**config.mk**
```make
export PLATFORM = sky130hd
export DESIGN_NAME = risc_sequencer
export DESIGN_NICKNAME = d
export VERILOG_FILES = /design/src/rtl/risc_sequencer.sv
export SDC_FILE = /design/constraint.sdc
export NUM_CORES = 1
export LEC_CHECK = 0
export CAP_MARGIN = 20
export CELL_PAD_IN_SITES_DETAIL_PLACEMENT = 0
export CELL_PAD_IN_SITES_GLOBAL_PLACEMENT = 1
export CORE_ASPECT_RATIO = 0.8
export CORE_MARGIN = 4
export CORE_UTILIZATION = 32
export CTS_CLUSTER_DIAMETER = 30
export CTS_CLUSTER_SIZE = 30
export DETAILED_ROUTE_END_ITERATION = 16
export PLACE_DENSITY = 0.8
export SETUP_SLACK_MARGIN = 0.5
export SLEW_MARGIN = 20
export SYNTH_ARGS = -nofsm -noshare
export SYNTH_HDL_FRONTEND = slang
export SYNTH_SLANG_ARGS = --single-unit
```
**constraint.sdc**
```tcl
create_clock -name clk -period 2.1 [get_ports clk]
set_input_delay 0.315 -clock clk [delete_from_list [all_inputs] [get_ports clk]]
set_output_delay 0.315 -clock clk [all_outputs]
set_load 0.05 [all_outputs]
```
**src/rtl/risc_sequencer.sv**
```systemverilog
// VeriRISC instruction sequencer: walks the eight fetch/execute phases, decodes
// opcode and zero flag into datapath strobes, adds run/step/halt control and a retired count.
module risc_sequencer #(
  parameter int CNT_W = 16
) (
  input  logic             clk,
  input  logic             rst,
  input  logic [2:0]       opcode,
  input  logic             zero,
  input  logic             run,
  input  logic             step,
  input  logic             resume,
  output logic             sel,
  output logic             mem_rd,
  output logic             load_ir,
  output logic             inc_pc,
  output logic             load_pc,
  output logic             load_ac,
  output logic             mem_wr,
  output logic             data_e,
  output logic             halt,
  output logic [2:0]       phase,
  output logic             busy,
  output logic             instr_done,
  output logic [CNT_W-1:0] instr_cnt
);

  typedef enum logic [2:0] {
    OP_HLT = 3'd0, OP_SKZ = 3'd1, OP_ADD = 3'd2, OP_AND = 3'd3,
    OP_XOR = 3'd4, OP_LDA = 3'd5, OP_STO = 3'd6, OP_JMP = 3'd7
  } opcode_t;

  // Phases share their index with the low state bits so phase is a direct slice.
  typedef enum logic [3:0] {
    S_P0 = 4'd0, S_P1 = 4'd1, S_P2 = 4'd2, S_P3 = 4'd3,
    S_P4 = 4'd4, S_P5 = 4'd5, S_P6 = 4'd6, S_P7 = 4'd7,
    S_WAIT = 4'd8, S_HALTED = 4'd9
  } state_t;

  state_t  state, state_next;
  opcode_t op;
  logic    aluop;

  assign op    = opcode_t'(opcode);
  assign aluop = (op == OP_ADD) || (op == OP_AND) || (op == OP_XOR) || (op == OP_LDA);

  always_ff @(posedge clk) begin
    if (rst) begin
      state     <= S_WAIT;
      instr_cnt <= '0;
    end else begin
      state <= state_next;
      if (instr_done) instr_cnt <= instr_cnt + CNT_W'(1);
    end
  end

  always_comb begin
    state_next = state;
    unique case (state)
      S_WAIT:   if (run || step) state_next = S_P0;
      S_P0:     state_next = S_P1;
      S_P1:     state_next = S_P2;
      S_P2:     state_next = S_P3;
      S_P3:     state_next = S_P4;
      S_P4:     state_next = (op == OP_HLT) ? S_HALTED : S_P5;
      S_P5:     state_next = S_P6;
      S_P6:     state_next = S_P7;
      S_P7:     state_next = run ? S_P0 : S_WAIT;
      S_HALTED: if (resume) state_next = S_WAIT;
      default:  state_next = S_WAIT;
    endcase
  end

  // Strobes decode straight from the registered state; a reset cycle forces them all low.
  always_comb begin
    sel        = 1'b0;
    mem_rd     = 1'b0;
    load_ir    = 1'b0;
    inc_pc     = 1'b0;
    load_pc    = 1'b0;
    load_ac    = 1'b0;
    mem_wr     = 1'b0;
    data_e     = 1'b0;
    halt       = 1'b0;
    instr_done = 1'b0;
    busy       = 1'b0;
    phase      = 3'd0;
    if (!rst) begin
      busy  = ~state[3];
      phase = state[3] ? 3'd0 : state[2:0];
      unique case (state)
        S_P0: sel = 1'b1;
        S_P1: begin
          sel    = 1'b1;
          mem_rd = 1'b1;
        end
        S_P2, S_P3: begin
          sel     = 1'b1;
          mem_rd  = 1'b1;
          load_ir = 1'b1;
        end
        S_P4: begin
          inc_pc     = 1'b1;
          halt       = (op == OP_HLT);
          instr_done = (op == OP_HLT);
        end
        S_P5: mem_rd = aluop;
        S_P6: begin
          mem_rd  = aluop;
          inc_pc  = (op == OP_SKZ) && zero;
          load_pc = (op == OP_JMP);
          data_e  = (op == OP_STO);
        end
        S_P7: begin
          mem_rd     = aluop;
          load_ac    = aluop;
          inc_pc     = (op == OP_JMP);
          load_pc    = (op == OP_JMP);
          mem_wr     = (op == OP_STO);
          data_e     = (op == OP_STO);
          instr_done = 1'b1;
        end
        S_HALTED: halt = 1'b1;
        default: ;
      endcase
    end
  end

endmodule

```
* After elaboration in Yosys (flattened, before gate mapping)
Index checks and enable logic that the tools add are counted.
Word-level totals: bits in registers 20, output and inout bits 30, logic and storage cells 63
Cells by class: $add $sub $neg 1, equality and inequality tests 18, mux-type cells 28, bitwise operators 1, reductions and logical operators 13
Operators by type and width (number):
- 4-bit one-hot mux with 10 select lines | 1
- 1-bit 2-to-1 mux | 17
- 16-bit by 1-bit adder with 16-bit output, second input constant | 1
- 4-bit by 3-bit equality test with 1-bit output, second input constant | 4
- 4-bit 2-to-1 mux | 4
- 3-bit equality test, second input constant | 4
- 4-bit by 2-bit equality test with 1-bit output, second input constant | 2
- 4-bit equality test, second input constant | 2
- 3-bit by 2-bit equality test with 1-bit output, second input constant | 2
- 3-bit 2-to-1 mux | 2
- 1-bit one-hot mux with 2 select lines | 3
- 3-bit OR reduction | 2
- 4-bit by 1-bit equality test with 1-bit output, second input constant | 1
- 4-bit logical NOT | 1
- 1-bit logical OR | 4
- 2-bit inequality test, second input constant | 2
- 2-bit OR reduction | 2
- 4-bit OR reduction | 1
- 3-bit by 1-bit equality test with 1-bit output, second input constant | 1
- 3-bit logical NOT | 1
- 1-bit one-hot mux with 3 select lines | 1
- 2-bit AND reduction | 1
- 1-bit logical AND | 1
- 1-bit NOT | 1

* Depth between registers and ports, before layout
Gate-level depths: netlist of run 1.
depth in word-level cells 6, mapped depth 6, depth with buffers taken out 5

* Worst setup path before layout of run 1
OpenSTA, ideal clock, no wires.
path kind flip-flop to output port, from register state[2], to output port mem_rd, arrival 2982 ps, required time 1785 ps, slack -1197 ps, cell stages (with the launch flop) 3, path buffers 1, cells stage by stage dfxtp_1 -> clkbuf_1 -> a2111oi_0
Between the ends: word-level cells in the longest chain between the ends 4, elaborated cells between the ends (all ways) 10, those cells by class 6 x eq/ne; 2 x mux; 2 x reduce/logical
Ends and longest elaborated chain:
- start, declared | RTL line 40 | state_t state, state_next;
- start signal, assigned | RTL line 52 | state <= state_next;
- 4-bit by 3-bit equality test with 1-bit output, or another cell as far along | RTL line 91 | unique case (state)
- 3-bit OR reduction (no source line)
- 1-bit one-hot mux with 2 select lines (*) | RTL line 91
- 1-bit 2-to-1 mux (*) | RTL line 88 | if (!rst) begin
- end, declared | RTL line 14 | output logic mem_rd,
Mark *: on every way between the ends. The rest lies on a longest branch, timed or not.

* Worst setup path after layout of run 1
from register state[2], to output port data_e
Between the ends: word-level cells in the longest chain between the ends 4, elaborated cells between the ends (all ways) 5, those cells by class 2 x eq/ne; 2 x mux; 1 x reduce/logical
Ends and longest elaborated chain:
- 4-bit by 3-bit equality test with 1-bit output | RTL line 91
- 2-bit OR reduction (no source line) (*)
- 1-bit 2-to-1 mux (*)
- 1-bit 2-to-1 mux (*) | RTL line 88
- end, declared | RTL line 20 | output logic data_e,
Marked as above.

==> flow_metrics.env, run 1 <==
export IMPL_multi_input_area_um2=905
export IMPL_hold_viol_final=0
export IMPL_routed_via_density=5.24
export IMPL_cts_root_buf="clkbuf_8"
export IMPL_cp_end_kind="output pin"
export IMPL_grt_util_met3_pct=4.98
export IMPL_finalCritPeriodShare_pct=89.5
export IMPL_yosysTopAreaCell="dfxtp_1"
export IMPL_rrSetupSlack_ps=260
export IMPL_drtPass1Iterations=4
export IMPL_relSlewSlack_pct=65.1
export IMPL_nets=219
export IMPL_power_density_nw_per_um2=386
export IMPL_met2_usage_pct=32.4
export IMPL_yosys_top_cells_count="nor2_1, dfxtp_1, xnor2_1"
export IMPL_clkTransAtPathRegs_ps=70
export IMPL_gp_congestion=0.745
export IMPL_netlist_instances=142
export IMPL_ys_top_cells_by_area="dfxtp_1, xnor2_1, nor2_1"
export IMPL_vias=1311
export IMPL_yosys_cell_count_top_type="nor2_1"
export IMPL_crit_buf_inv=2
export IMPL_seq_area_frac_synth_pct=34.6
export IMPL_peakVddDrop_uv=243
export IMPL_cp_max_fo=4
export IMPL_async_flop_share_pct=0
export IMPL_period_needed_ps=1880
export IMPL_cap_viol_max_count=0
export IMPL_grt_max_degree=14
export IMPL_drtIter0Drc=48
export IMPL_die_h_um=61.8
export IMPL_boundaryPins=39
export IMPL_drcViolationCount=0
export IMPL_synth_edff_count=0
export IMPL_hold_path_startpoint="instr_cnt[11]$_SDFFE_PP0P_"
export IMPL_grt_pass1_wl_um=6340
export IMPL_whs_path_depth=2
export IMPL_tightestPinTransition_ps=525
export IMPL_coreArea_um2=3450
export IMPL_worst_setup_path_start_kind="flip-flop"
export IMPL_fin_area_um2=2260
export IMPL_ys_warn_count=0
export IMPL_io_buffers=38
export IMPL_dp_cells=231
export IMPL_cts_buffers=3
export IMPL_ant_nets=0
export IMPL_drive_above_1_share_pct=51.9
export IMPL_hold_buffers=0
export IMPL_synth_area_um2=1160
export IMPL_setup_viol=0
export IMPL_maxSlewViolCount=0
export IMPL_fmax_mhz=532
export IMPL_antenna_found_initial=0
export IMPL_cts_max_level=1
export IMPL_grt_pass1_vias=1362
export IMPL_worstPathArrival_ps=1560
export IMPL_hp_class="reg2reg"
export IMPL_dieWidth_um=75.2
export IMPL_cts_sinks=20
export IMPL_synth_top_flop_cell="dfxtp_1"
export IMPL_drt_total_wl_um=3930
export IMPL_dp_hpwl_um=2710
export IMPL_start_util_pct=33.6
export IMPL_grt_ovfl_total=0
export IMPL_core_rowCount=19
export IMPL_gr_usage_met1_pct=19.7
export IMPL_area_growth_synth_to_final_pct=95.4
export IMPL_critical_path_top_delay_family="simple AND/OR/NAND/NOR gates"
export IMPL_final_cell_count_no_fill=250
export IMPL_ys_ff_latch=20
export IMPL_synth_top_cell_area_share_pct=34.6
export IMPL_grt_most_used_layer="met2"
export IMPL_syn_nets=152
export IMPL_avgSynthCellArea_um2=8.15
export IMPL_cts_buffer_depth=2
export IMPL_fillers=273
export IMPL_crit_required_ps=1780
export IMPL_reg2reg_depth=6
export IMPL_critPathKind="reg2out"
export IMPL_r2r_start="state[2]$_SDFFE_PP0P_"
export IMPL_outcome="finished clean"
export IMPL_cts_tree="built"
export IMPL_slowest_delay_ps=410
export IMPL_grt_util_all_layers_pct=18.0
export IMPL_leakagePower_nw=0.908
export IMPL_hold_path_end="instr_cnt[11]$_SDFFE_PP0P_"
export IMPL_path_cells="inv_2 -> or3_4 -> nor4b_4 -> buf_12"
export IMPL_slowest_stage="or3_4"
export IMPL_seq_area_um2=449
export IMPL_r2r_end="instr_cnt[15]$_SDFFE_PP0P_"
export IMPL_wl_per_cell_um=15.7
export IMPL_dieArea_um2=4650
export IMPL_antennaDiodeCount=0
export IMPL_dpl_cell_area_um2=1970
export IMPL_synth_cell_types=39
export IMPL_skew_ps=2.42
export IMPL_clock_latency_ps=260
export IMPL_rsz0062_at_grt="yes"
==> flip-flops by register name, summed over array words and instances (netlist names) <==
signal / count
instr_cnt: 16
state: 4
==> per-stage QoR <==
step	total power, W	util (%)	setup WS [ps]	setup TNS [ps]	hold slack (ps)
6_report	0.000872	65.6	220	0	533
5_1_grt	0.000903	65.6	182	0	564
4_1_cts	0.000873	64.9	225	0	492
3_5_place_dp	0.000537	57.1	-51.5	-86.3	485
3_3_place_gp	0.000533	57.1	8.80	0	475
2_1_floorplan	0.000470	-	152	0	502
==> worst max-delay path by stage <==
stage                               start  depth (start not counted)                    endpoint  slack [ps]
finish              state[2]$_SDFFE_PP0P_                          4                      data_e         220
global route        state[2]$_SDFFE_PP0P_                          6  instr_cnt[15]$_SDFFE_PP0P_         180
CTS                 state[2]$_SDFFE_PP0P_                          4                      data_e         230
detailed placement              opcode[1]                          5                      mem_rd         -50
global placement                      rst                          4                      data_e           9
floorplan                       opcode[2]                          2                      mem_rd         150
==> cells by family after synthesis <==
| logic type | share of synthesized area, % |
|---|---|
| XOR/XNOR | 11.4 |
| AO/OA/AOI/OAI | 10.8 |
| buffers and inverters | 5.84 |
| adder cells (fa/ha/maj) | 1.08 |
| flip-flops | 34.6 |
| multiplexers | 0.865 |
| AND/OR/NAND/NOR | 35.5 |
==> placed cells by master (no fill, tap or decap), drive strengths merged, types with 3 or more instances in the layout <==
master         Yosys  final
buf                1     46
nor2              25     25
dfxtp             20     20
dlygate4sd2        0     17
xnor2             14     14
nor3              12     12
inv                8      8
nand2              7      7
nand3              6      6
a21oi              6      6
nor4               5      5
clkbuf             7      4
clkdlybuf4s50      0      4
and3               3      3
o21ai              3      3
clkdlybuf4s15      0      3
==> layer usage <==
layer  vias to the layer above  part of all wire, %
met3                        16                  5.5
met1                       626                   38
met4                         0                  4.4
li1                        622                    -
met5                         -                    0
met2                        47                   52
==> where the power goes <==
group / internal [W] / switching [W] / total, W
clock: 0.000167 / 0.000129 / 0.000296
sequential: 0.000372 / 0.00000788 / 0.000380
combinational: 0.0000967 / 0.0000997 / 0.000196
==> area by class of cell <==
| class | instances | area share, % |
|---|---|---|
| Timing Repair Buffer | 70 | 34.0 |
| Sequential cell | 20 | 19.9 |
| Multi-Input combinational cell | 106 | 40.0 |
| Clock buffer | 4 | 2.43 |
| Tap cell | 42 | 2.32 |
| Inverter | 8 | 1.33 |
==> worst register-to-register path, cell delays in order (launching register included) <==
cell and delay (ps):
dfxtp_4 360, buf_4 220, and4b_1 280, a41oi_4 50
buf_4 210, or4_1 510, a21oi_1 150
==> what timing repair did <==
action                     CTS  global route
setup endpoints to repair   46            29
buffers inserted            14             1
resized for setup           55             4
pin swaps                   12             5
No activity file was read; power rests on OpenSTA's default activity.
==> run 2, diff against run 1 <==
--- a/config.mk
+++ b/config.mk
@@ -10,13 +10,13 @@
 export CELL_PAD_IN_SITES_GLOBAL_PLACEMENT = 1
 export CORE_ASPECT_RATIO = 0.8
 export CORE_MARGIN = 4
-export CORE_UTILIZATION = 32
+export CORE_UTILIZATION = 44
 export CTS_CLUSTER_DIAMETER = 30
 export CTS_CLUSTER_SIZE = 30
 export DETAILED_ROUTE_END_ITERATION = 16
-export PLACE_DENSITY = 0.8
+export DONT_BUFFER_PORTS = 1
+export PLACE_DENSITY = 0.79
 export SETUP_SLACK_MARGIN = 0.5
-export SLEW_MARGIN = 20
 export SYNTH_ARGS = -nofsm -noshare
 export SYNTH_HDL_FRONTEND = slang
 export SYNTH_SLANG_ARGS = --single-unit
==> run 2 against run 1 <==
Clock skew shrank 0.89 ps. First-iteration DRC count fell by 33%. Global-route usage up 1.2 points. Cell count shrank 12%. Clock-buffer cell count unchanged. Die area down 24%. Setup slack worse by 86 ps. Power is 13% lower. Design area down 14%. Combinational power is 26% lower.
==> flow_metrics.env, run 2 (synthesis results as in run 1) <==
export IMPL_outcome="finished clean"
export IMPL_finalCritPeriodShare_pct=93.6
export IMPL_boundaryPins=39
export IMPL_clkTransAtPathRegs_ps=120
export IMPL_period_needed_ps=1970
export IMPL_final_cell_mix="buf_4, nor2_1, buf_6"
export IMPL_clockPowerShare_pct=30.8
export IMPL_worstPathArrival_ps=1650
export IMPL_wl_per_cell_um=16.6
export IMPL_final_common_cell="buf_4"
export IMPL_dieArea_um2=3520
export IMPL_drtIter0Drc=32
export IMPL_whs_path_depth=1
export IMPL_leakagePower_nw=0.736
export IMPL_start_util_pct=46.6
export IMPL_r2r_end="instr_cnt[15]$_SDFFE_PP0P_"
export IMPL_grt_ovfl_total=0
export IMPL_maxSlewViolCount=0
export IMPL_largest_reg_flops=16
export IMPL_dp_hpwl_um=1970
export IMPL_top_register="instr_cnt"
export IMPL_combPwrFrac_pct=19.1
export IMPL_gp_congestion=0.778
export IMPL_setup_viol=0
export IMPL_nets=194
export IMPL_critical_path_endpoint="instr_done"
export IMPL_relSlewSlack_pct=62.2
export IMPL_crit_required_ps=1780
export IMPL_cts_buffer_depth=2
export IMPL_cp_end_kind="output pin"
export IMPL_ant_nets=0
export IMPL_grt_pass1_wl_um=5140
export IMPL_cts_max_level=1
export IMPL_core_rowCount=16
export IMPL_post_place_ws_ps=248
export IMPL_die_h_um=53.9
export IMPL_slowest_stage="dfxtp_2"
export IMPL_cap_viol_max_count=0
export IMPL_cp_depth=6
export IMPL_grt_pass1_vias=1083
export IMPL_area_growth_synth_to_final_pct=68.2
export IMPL_fin_tns_setup_ps=0
export IMPL_fin_ws_ps=134
export IMPL_clock_latency_ps=310
export IMPL_routed_via_density=5.26
export IMPL_vias=1151
export IMPL_rrSetupSlack_ps=190
export IMPL_critical_path_top_delay_family="simple AND/OR/NAND/NOR gates"
export IMPL_coreArea_um2=2480
export IMPL_drive_above_1_share_pct=59.6
export IMPL_p_int_w=0.000546
export IMPL_power_density_nw_per_um2=390
export IMPL_worst_setup_path_start_kind="flip-flop"
export IMPL_top_regs="instr_cnt: 16 flops, state: 4 flops"
export IMPL_tightestPinTransition_ps=566
export IMPL_path_cells="buf_4 -> buf_6 -> buf_12 -> and4b_1 -> a41oi_4 -> nor2_4"
export IMPL_io_buffers=0
export IMPL_antenna_found_initial=0
export IMPL_hold_viol_final=0
export IMPL_drt_total_wl_um=3640
export IMPL_rsz0062_at_grt="yes"
export IMPL_cts_buffers=3
export IMPL_seq_area_um2=449
export IMPL_antennaDiodeCount=0
export IMPL_multi_input_area_um2=961
export IMPL_crit_buf_inv=3
export IMPL_drcViolationCount=0
export IMPL_critPathKind="reg2out"
export IMPL_switching_share_pct=28.0
export IMPL_slowest_delay_ps=340
export IMPL_grt_util_all_layers_pct=19.2
export IMPL_reg2reg_depth=10
export IMPL_startpoint="state[2]$_SDFFE_PP0P_"
export IMPL_skew_ps=1.53
export IMPL_hp_class="in2reg"
export IMPL_r2r_start="state[2]$_SDFFE_PP0P_"
export IMPL_seq_power_share_pct=50.1
export IMPL_cts_root_buf="clkbuf_4"
export IMPL_fmax_mhz=509
export IMPL_dieWidth_um=65.3
export IMPL_drtPass1Iterations=4
export IMPL_p_switching_w=0.000213
export IMPL_cts_tree="built"
export IMPL_peakVddDrop_uv=300
export IMPL_grt_max_degree=27
export IMPL_cts_sinks=20
export IMPL_cp_max_fo=6
export IMPL_fillers=153
[run 2: worst min path at each step]
stage                      start                         to  slack (ps)
after floorplan           resume      state[0]$_SDFFE_PP0P_         500
after global placement       rst  instr_cnt[3]$_SDFFE_PP0P_         380
after detailed placement     rst  instr_cnt[3]$_SDFFE_PP0P_         390
after CTS                    rst  instr_cnt[5]$_SDFFE_PP0P_          50
after global routing         rst  instr_cnt[4]$_SDFFE_PP0P_          40
final                        rst  instr_cnt[5]$_SDFFE_PP0P_          50
[run 2: power by group through the flow]
stage               registers [W]  logic [W]  clock network, W
global placement         0.000394  0.0000744                 0
detailed placement       0.000395  0.0000747                 0
finish                   0.000380   0.000145          0.000234
floorplan                0.000385  0.0000848                 0
CTS                      0.000383   0.000123          0.000230
global route             0.000381   0.000154          0.000243
[run 2: metrics by stage]
stage | power, W | instances | instance area [µm²] | util, % | hold WS (ps)
after floorplan | 0.000470 | 142 | 1340 | - | 502
after global placement | 0.000469 | 184 | 1420 | 57.1 | 380
after detailed placement | 0.000470 | 184 | 1420 | 57.1 | 385
after CTS | 0.000736 | 208 | 1780 | 71.9 | 53.0
after global routing | 0.000777 | 219 | 1950 | 78.4 | 40.3
final | 0.000759 | 219 | 1950 | 78.4 | 48.7
[run 2: worst register-to-register path: cells and delay by family (launching register included)]
family	cells	cell delay, ps
buffers and inverters	6	720
AO/OA/AOI/OAI	3	480
flip-flops	1	350
AND/OR/NAND/NOR	1	260
[run 2: area by class of cell]
cell class,count,share of cell area [%]
Clock buffer,4,1.86
Timing Repair Buffer,45,21.7
Tap cell,36,2.31
Sequential cell,20,23.1
Inverter,8,1.74
Multi-Input combinational cell,106,49.4
[run 2: timing repair]
| item | CTS | global route |
|---|---|---|
| hold buffers | 0 | 0 |
| resized for setup | 44 | 18 |
| endpoints found under the setup margin | 27 | 28 |
| pin swaps | 16 | 21 |
| gates cloned | 1 | 0 |
| setup buffers | 19 | 11 |
[run 2: metal layers]
metal	part of all wire, %	GRT usage [%]	vias to the layer above
li1	-	-	574
met1	45	24.4	549
met2	50	33.4	26
met3	4.8	5.85	2
met4	0.27	2.07	0
met5	0	0	-
==> patch, RTL diff (config.mk and constraints of run 2) <==
`CNT_W`: 16 -> 32.
--- a/src/rtl/risc_sequencer.sv
+++ b/src/rtl/risc_sequencer.sv
@@ -1,7 +1,7 @@
 // VeriRISC instruction sequencer: walks the eight fetch/execute phases, decodes
 // opcode and zero flag into datapath strobes, adds run/step/halt control and a retired count.
 module risc_sequencer #(
-  parameter int CNT_W = 16
+  parameter int CNT_W = 32
 ) (
   input  logic             clk,
   input  logic             rst,
Interface: changed (resized instr_cnt); port bits go from 39 to 55. The function was not compared with the original's and may differ.
==> patch against run 2 <==
Wire length is 140% higher; cell count is 86% higher; critical path depth is 1 lower; sequential power is 76% higher; fmax is 1.9% higher; clock power is 120% higher; design area is 87% higher; worst setup slack better by 0.038 ns; clock skew is 0.012 ns higher; die area is 71% higher; sequential cell count is 16 higher; total power is 85% higher; synthesized area is 84% higher; largest cell class unchanged; largest power group unchanged.
==> patch: results (changes against run 2) <==
metric,value,unit,change
p_sw,406,uW,+91%
critical_path_arrival,1.61,ns,-0.04 ns
dpl_cell_area,0.00274,mm2,+93%
syn_nets,276,,+82%
drt_pass1_iterations,5,,+1
worst-path-max-fanout,7,,+1
antenna_found_initial,1,,+1
skew,0.0138,ns,+0.0123 ns
synth_cell_types,37,,-5.1%
cts_buffers,5,,+2
dr_wl_met3,716,um,+310%
grt_pass1_wl,11700,um,+130%
vdd_drop_max,0.000246,V,-18%
htreeDepth,2,,+1
run_status,"finished, final reports clean",,
grt_pass1_vias,2358,,+120%
worst_slew_pin_slew,0.538,ns,-0.0281 ns
drt_iter0_markers,275,,+760%
grt_max_degree,52,,+93%
gp_congestion,0.768,,-1.3%
drt-total-wl,8770,um,+140%
fin_nets,355,,+83%
path_clk_slew,0.08,ns,-0.04 ns
dp_hpwl,3950,um,+100%
synth_commonest_cells,"dfxtp_1, a21oi_1, nor2_1",,
## patch: changes by cell type in the layout (fill, tap and decap cells not counted), moves of 11 or more
cell,change
nand4_1,+15
buf_4,+36
xnor2_1,-11
mux2_4,+11
o31ai_1,+12
nor2b_1,+12
## patch: worst paths after layout
path            startpoint            end  slack, ns  cells past startpoint
max               state[3]         data_e       0.17                      5
min                    rst  instr_cnt[10]       0.08                      1
max reg2reg       state[1]  instr_cnt[22]       0.25                      5
min reg2reg  instr_cnt[22]  instr_cnt[22]       0.59                      2
## patch: per-layer routing
layer | vias up | global-route usage (%)
li1 | 1180 | -
met1 | 1275 | 32.1
met2 | 133 | 37.1
met3 | 25 | 7.31
met4 | 0 | 7.21
met5 | - | 0
## patch: cells by family (layout without fill, tap and decap cells)
kind of cell / count (synthesis) / in the layout / share of synthesized area [%]
compound gates: 51 / 57 / 14.7
xor+xnor: 2 / 2 / 0.825
buf+inv: 22 / 96 / 4.30
simple gates: 142 / 142 / 39.3
fa+ha+maj: 1 / 1 / 0.589
other cells: 0 / 1 / 0
flops: 36 / 36 / 33.9
mux: 12 / 12 / 6.36
## patch: worst max-delay path: stages, from the launching register on
cell	delay [ns]
dfxtp_2	0.34
buf_6	0.13
nor2_4	0.19
nand2_4	0.15
nor4b_4	0.31
buf_6	0.20
## patch: timing repair
| action | CTS | global route |
|---|---|---|
| cloned | 6 | 0 |
| pin swaps | 23 | 27 |
| gates resized for setup | 56 | 56 |
| endpoints found under the setup margin | 44 | 47 |
| hold buffers | 0 | 0 |
| hold endpoints to repair | 0 | 0 |
| setup buffers | 28 | 13 |
## patch: stage by stage
stage	util [%]	instances	setup slack [ns]
after floorplan	-	266	0.133
after global placement	59.3	351	0.112
after detailed placement	59.3	351	0.0943
after CTS	71.5	393	0.200
after global routing	78.7	407	0.109
final	78.7	407	0.171
## patch: area by class of cell
class | count | share of cell area [%]
Antenna cell | 1 | 0.0688
Clock buffer | 6 | 1.99
Clock inverter | 2 | 0.309
Inverter | 2 | 0.309
Multi-Input combinational cell | 214 | 52.0
Sequential cell | 36 | 22.1
Tap cell | 60 | 2.06
Timing Repair Buffer | 86 | 21.1
## patch: power groups by stage
stage,combinational (uW),clock (uW),sequential [uW]
floorplan,110,0,683
global placement,96.5,0,687
detailed placement,96.1,0,687
CTS,174,505,667
global route,240,540,668
finish,230,508,668
